**config.mk**
```make
export PLATFORM = sky130hd
export DESIGN_NAME = io_bus_controller
export DESIGN_NICKNAME = d
export VERILOG_FILES = /design/src/rtl/io_bus_controller.sv
export SDC_FILE = /design/constraint.sdc
export NUM_CORES = 1
export LEC_CHECK = 0
export BUFFER_PORTS_ARGS = -buffer_cell sky130_fd_sc_hd__buf_2
export CAP_MARGIN = 5
export CORE_ASPECT_RATIO = 1.1
export CORE_UTILIZATION = 25
export DETAILED_ROUTE_END_ITERATION = 7
export HOLD_SLACK_MARGIN = 0.02
export PLACE_DENSITY_LB_ADDON = 0.3
export SETUP_SLACK_MARGIN = 0.05
export SLEW_MARGIN = 20
export SYNTH_ARGS = -nofsm -noshare
export SYNTH_HDL_FRONTEND = slang
export SYNTH_SLANG_ARGS = --single-unit
export TNS_END_PERCENT = 10
```
**constraint.sdc**
```tcl
create_clock -name clk -period 2.2 [get_ports clk]
set_clock_uncertainty 0.2 [all_clocks]
set_input_delay 0.11 -clock clk [delete_from_list [all_inputs] [get_ports clk]]
set_output_delay 0.11 -clock clk [all_outputs]
set_load 0.1 [all_outputs]
```
**src/rtl/io_bus_controller.sv**
```systemverilog
// rtl/io_bus_controller.sv - memory-mapped stream/GPIO controller for the RV32E data bus
module io_bus_controller #(
  parameter int          FIFO_DEPTH = 4,
  parameter logic [31:0] BASE_ADDR  = 32'h0000_0000
) (
  input  logic        clk,
  input  logic        rst_n,
  input  logic        mem_req,
  input  logic        mem_we,
  input  logic [31:0] mem_addr,
  input  logic [31:0] mem_wdata,
  output logic [31:0] mem_rdata,
  output logic        mem_stall,
  input  logic [31:0] in_data,
  input  logic        in_valid,
  output logic        in_ready,
  output logic [31:0] out_data,
  output logic        out_valid,
  input  logic        out_ready,
  output logic [31:0] gpio_out
);

  localparam int PW = (FIFO_DEPTH > 1) ? $clog2(FIFO_DEPTH) : 1;
  localparam int CW = PW + 1;

  localparam logic [1:0] OFF_STREAM = 2'd0;
  localparam logic [1:0] OFF_STATUS = 2'd1;
  localparam logic [1:0] OFF_GPIO   = 2'd2;

  // Input FIFO state
  logic [31:0]   fifo_mem_q [FIFO_DEPTH];
  logic [PW-1:0] wr_ptr_q, wr_ptr_d;
  logic [PW-1:0] rd_ptr_q, rd_ptr_d;
  logic [CW-1:0] count_q, count_d;

  // Output skid register and GPIO
  logic          out_valid_q, out_valid_d;
  logic [31:0]   out_data_q, out_data_d;
  logic [31:0]   gpio_q, gpio_d;

  // Decode and handshake terms
  logic          in_window;
  logic [1:0]    offset;
  logic          fifo_empty;
  logic          fifo_full;
  logic          rd_stream;
  logic          wr_stream;
  logic          wr_gpio;
  logic          pop;
  logic          push;
  logic          out_accept;
  logic [31:0]   status_word;
  logic          unused_addr_bits;

  // Byte lanes are ignored: every access is treated as a full word.
  assign unused_addr_bits = ^mem_addr[1:0];

  assign in_window  = (mem_addr[31:4] == BASE_ADDR[31:4]);
  assign offset     = mem_addr[3:2];
  assign fifo_empty = (count_q == '0);
  assign fifo_full  = (count_q == CW'(FIFO_DEPTH));

  assign rd_stream  = mem_req && !mem_we && in_window && (offset == OFF_STREAM);
  assign wr_stream  = mem_req &&  mem_we && in_window && (offset == OFF_STREAM);
  assign wr_gpio    = mem_req &&  mem_we && in_window && (offset == OFF_GPIO);

  // in_ready depends only on registered occupancy, never on a same-cycle pop.
  assign in_ready   = !fifo_full;
  assign push       = in_valid && !fifo_full;
  assign pop        = rd_stream && !fifo_empty;
  assign out_accept = wr_stream && (!out_valid_q || out_ready);

  assign status_word = {25'd0, 5'(count_q), out_valid_q, !fifo_empty};

  // Stall only when a stream access cannot complete this cycle.
  assign mem_stall = (rd_stream && fifo_empty) || (wr_stream && !out_accept);

  // Load data mux; unmapped, idle and blocked stream reads return zero.
  always_comb begin
    mem_rdata = 32'd0;
    if (mem_req && !mem_we && in_window) begin
      case (offset)
        OFF_STREAM: mem_rdata = fifo_empty ? 32'd0 : fifo_mem_q[rd_ptr_q];
        OFF_STATUS: mem_rdata = status_word;
        OFF_GPIO:   mem_rdata = gpio_q;
        default:    mem_rdata = 32'd0;
      endcase
    end
  end

  // FIFO pointer and occupancy next state; push+pop leaves occupancy unchanged.
  always_comb begin
    wr_ptr_d = wr_ptr_q;
    rd_ptr_d = rd_ptr_q;
    count_d  = count_q;
    if (push) begin
      wr_ptr_d = wr_ptr_q + PW'(1);
    end
    if (pop) begin
      rd_ptr_d = rd_ptr_q + PW'(1);
    end
    case ({push, pop})
      2'b10:   count_d = count_q + CW'(1);
      2'b01:   count_d = count_q - CW'(1);
      default: count_d = count_q;
    endcase
  end

  // Output register next state: a store refills it, a handshake without a store drains it.
  always_comb begin
    out_valid_d = out_valid_q;
    out_data_d  = out_data_q;
    gpio_d      = gpio_q;
    if (out_accept) begin
      out_valid_d = 1'b1;
      out_data_d  = mem_wdata;
    end else if (out_valid_q && out_ready) begin
      out_valid_d = 1'b0;
    end
    if (wr_gpio) begin
      gpio_d = mem_wdata;
    end
  end

  // FIFO storage has no reset; occupancy alone decides which entries are live.
  always_ff @(posedge clk) begin
    if (push) begin
      fifo_mem_q[wr_ptr_q] <= in_data;
    end
  end

  // Control state with asynchronous reset; reset drops any buffered input and pending output.
  always_ff @(posedge clk or negedge rst_n) begin
    if (!rst_n) begin
      wr_ptr_q    <= '0;
      rd_ptr_q    <= '0;
      count_q     <= '0;
      out_valid_q <= 1'b0;
      out_data_q  <= 32'd0;
      gpio_q      <= 32'd0;
    end else begin
      wr_ptr_q    <= wr_ptr_d;
      rd_ptr_q    <= rd_ptr_d;
      count_q     <= count_d;
      out_valid_q <= out_valid_d;
      out_data_q  <= out_data_d;
      gpio_q      <= gpio_d;
    end
  end

  assign out_valid = out_valid_q;
  assign out_data  = out_data_q;
  assign gpio_out  = gpio_q;

endmodule

```
### Word level (Yosys, flattened, before mapping)

Memory sizes are Yosys's and may differ from the RTL's.
Cells that the tools add are included.

* equal/unequal tests: 5
* add/subtract/negate cells: 4
* reductions and logical operators: 25
* muxes and demuxes: 8

Operators with widths (count)
* 32-bit one-hot mux with 3 select lines: 1
* 32-bit 2-to-1 mux: 2
* 28-bit zero test: 1
* 1-bit logical AND: 13
* 3-bit one-hot mux with 2 select lines: 1
* 1-bit zero test: 5
* 2-bit by 1-bit adder with 2-bit output, second input constant: 2
* 2-bit by 1-bit equality test with 1-bit output, second input constant: 2
* 2-bit equality test, second input constant: 2
* 1-bit 2-to-1 mux: 4
* 2-bit nonzero test: 2
* 3-bit by 1-bit adder with 3-bit output, second input constant: 1
* 3-bit equality test, second input constant: 1
* 3-bit zero test: 1
* 3-bit by 1-bit subtractor with 3-bit output, second input constant: 1
* 2-bit zero test: 1
* 1-bit logical OR: 2

* bits in writable memories: 128
* register bits after elaboration: 72
* output and inout bits: 99
* memories: 1
* input port bits: 102

Memories
* fifo_mem_q: depth 4, width 32, rd ports 1, clocked after memory_dff 0, write ports 1, line 31 `logic [31:0] fifo_mem_q [FIFO_DEPTH];`

### Logic depth before layout (Yosys ltp)

* depth in word-level cells: 7
* gate-level depth with buffers: 10

### Least setup slack after synthesis

No wires, ideal clock.

* path type: reg2out
* start: register gpio_q[3], in the netlist gpio_out[3]
* end: output mem_rdata[3]
* cell stages (with the launch flop): 3
* arrival time: 5858 ps
* slack: -3968 ps
* data required time: 1890 ps
* path through: dfrtp_1 a221oi_1 a2111oi_0

* longest elaborated chain between the ends: 2

Ends and longest elaborated chain
* from (decl): line 39 `logic [31:0] gpio_q, gpio_d;`
* from (signal assigned): line 147 `gpio_q <= gpio_d;`
* 32-bit one-hot mux with 3 select lines: line 82 `case (offset)`
* 32-bit 2-to-1 mux: line 81 `if (mem_req && !mem_we && in_window) begin`
* to (decl): line 12 `output logic [31:0] mem_rdata,`

Every way passes these cells.

### Worst setup path in the final report

* start: register rd_ptr_q[0]
* end: output mem_rdata[4]

* longest elaborated chain between the ends: 4

Ends and longest elaborated chain
* from (decl): line 33 `logic [PW-1:0] rd_ptr_q, rd_ptr_d;`
* from (signal assigned): line 143 `rd_ptr_q <= rd_ptr_d;`
* memory 4 x 32 bit
* 32-bit 2-to-1 mux: line 83 `OFF_STREAM: mem_rdata = fifo_empty ? 32'd0 : fifo_mem_q[rd_ptr_q];`
* 32-bit one-hot mux with 3 select lines: line 82
* 32-bit 2-to-1 mux: line 81

Every way passes these cells.

==> results.json <==
{
  "overflow": 0,
  "dr.pass1.iters": 4,
  "pwr-share-clk_pct": 33.5,
  "post_drt_wl_per_cell_um": 17.8,
  "powerDensity_nw_per_um2": 741,
  "wl_mm": 21.7,
  "p_int_mw": 6.84,
  "rsz0062_at_grt": "yes",
  "clkSlewWorstSetupHoldPaths_ps": 80,
  "period_share_pct": 115,
  "grt_pass1_vias": 5542,
  "cp-startpoint": "rd_ptr_q[0]",
  "pre_cts_slack_ps": -186,
  "switching_share_pct": 27.1,
  "h-tree-depth": 4,
  "p_leak_nw": 5.02,
  "via_per_inst": 4.37,
  "vias": 5308,
  "final_nets": 878,
  "synth-seq-area-share_pct": 66.3,
  "grt_max_degree": 43,
  "gp_congestion": 0.717,
  "drive_gt1_share_pct": 61.4,
  "synth-edff-count": 128,
  "slew_headroom_pct": 65.5,
  "async_flop_share_pct": 36.0,
  "yosysUniqueCellTypes": 38,
  "seqPwrFrac_pct": 49.9,
  "die-area_um2": 34800,
  "synthCells": 459,
  "hold_path_class": "in -> reg",
  "cts_tree": "yes",
  "final_cell_mix": "164 x buf_2, 128 x edfxtp_1, 72 x dlygate4sd3_1",
  "die_w_um": 178,
  "dp_hpwl_mm": 14.4,
  "rows": 70,
  "cts_buffers": 17,
  "cap_violations": 0,
  "cp.required_ps": 1890,
  "track_usage_pct": 12.8,
  "antenna_left": 0,
  "area_delta_synth_final_pct": 48.8,
  "hp-start": "mem_addr[6]",
  "antenna_found_initial": 0,
  "status": "finished, violations left",
  "violations": "negative setup slack",
  "cts.path.max_buffers": 2,
  "path_max_fanout": 8,
  "drc_errors": 0,
  "syn_avg_cell_area_um2": 18.6,
  "cp.arrival_ps": 2210,
  "layout_commonest_cell": "buf_2",
  "fin_crit_ps": 2520,
  "crit_type": "reg -> out",
  "drt_iter0_drc": 233,
  "ys_ff_latch": 200,
  "synth_fp_nets": 567,
  "ios": 201,
  "max_freq_mhz": 397,
  "grt_pass1_wl_mm": 33.2,
  "worst_setup_path_end_kind": "primary output",
  "maxSlewViolCount": 0,
  "netSwitchingPower_mw": 2.55,
  "synth_ff_type": "edfxtp_1",
  "clock-sinks": 200,
  "critPathLaunchType": "flop",
  "coreArea_um2": 33400,
  "start_util_pct": 25.5,
  "r2r_start": "count_q[1]",
  "yosysWarnings": 0,
  "ir_worst_vdd_mv": 0.469,
  "chipHeight_um": 196,
  "setup_viol": 32,
  "tns_ps": -6660,
  "worst_pin_slew_ps": 521,
  "clk_latency_ps": 430,
  "final_util_pct": 38.0,
  "cts_root_buf": "clkbuf_16",
  "syn_area_um2": 8520,
  "hold_viol": 0,
  "port_buffers": 198,
  "power.share.combinational_pct": 16.6,
  "fin_ws_ps": -322
}
==> worst paths after layout <==
check	to	slack, ps	cells past startpoint
setup / recovery	mem_rdata[4]	-320	6
hold / removal	out_valid	80	5
setup reg to reg	count_q[2]	50	10
hold reg to reg	out_data[22]	310	1
max in group asynchronous	gpio_out[14]	260	4
min in group asynchronous	out_data[15]	500	3
==> final cells by class <==
cell class,count,area [um^2]
Clock buffer,18,439
Multi-Input combinational cell,225,3090
Fill cell,3162,20700
Tap cell,432,541
Timing Repair Buffer,318,2770
Sequential cell,200,5660
Antenna cell,1,2.50
Clock inverter,14,134
Inverter,8,30.0
==> cell usage after synthesis, drive strengths merged, types with 7 or more instances <==
library cell	n	area share, %
edfxtp	128	45
dfrtp	72	21
mux2	65	11
mux4	32	8.5
a22oi	27	2.4
nor2	27	1.2
buf	13	1.8
clkbuf	13	0.59
nand3	9	0.53
nor3	9	0.79
inv	8	0.35
nand2	7	0.31
nor4	7	1.6
==> what timing repair did <==
item                       CTS  global route
hold buffers                72             0
hold endpoints to repair   269             0
setup endpoints to repair   34            38
setup buffers                3             3
gates resized for setup     35             6
pin swaps                   14             2
==> worst max-delay path, cell delays in order, from the launching register on <==
cell	delay (ps)
dfrtp_2	460
buf_12	170
mux4_2	370
nand3_2	80
a21o_1	190
a221oi_4	290
buf_12	220
==> power groups by stage <==
stage / logic, mW / clock network [mW] / registers (mW)
after floorplan: 0.728 / 0 / 4.77
after global placement: 1.41 / 0 / 4.75
after detailed placement: 1.42 / 0 / 4.77
after CTS: 1.59 / 3.25 / 4.69
after global routing: 1.70 / 3.41 / 4.72
final: 1.56 / 3.14 / 4.68
==> routing by layer <==
layer | part of all wire (%) | wire (um) | vias to the layer above | global-route usage [%]
met2 | 49 | 10700 | 157 | 21.2
met1 | 45 | 9670 | 2723 | 17.0
met5 | 0 | 0 | - | 0
li1 | - | - | 2419 | -
met4 | 1.2 | 265 | 0 | 3.55
met3 | 5.0 | 1090 | 9 | 2.38
==> registers in the layout (all words and copies together) (netlist names) <==
| signal | flops |
|---|---|
| wr_ptr_q | 2 |
| out_valid | 1 |
| rd_ptr_q | 2 |
| fifo_mem_q | 128 |
| count_q | 3 |
| gpio_out | 32 |
| out_data | 32 |
==> cells by family (layout without fill, tap and decap cells) <==
logic type | count (synthesis) | after routing | share of synthesized area, %
buffers and inverters | 34 | 358 | 2.76
and+or+nand+nor | 76 | 76 | 6.16
DFF | 200 | 200 | 66.3
other | 0 | 1 | 0
muxes | 97 | 97 | 19.7
AOI/OAI and AO/OA | 40 | 40 | 3.50
xor gates and xnor gates | 6 | 6 | 0.617
adders and majority gates | 6 | 6 | 0.970
==> metrics by stage <==
step	std cells	hold slack [ps]	area, um^2	power [mW]
CTS	1212	58.6	12600	9.52
global route	1215	75.2	12700	9.82
detailed placement	1105	-85.9	11100	6.19
finish	1216	77.1	12700	9.39
floorplan	459	-386	8840	5.49
global placement	1105	-84.1	11100	6.16
No activity file was read; power rests on OpenSTA's default activity.
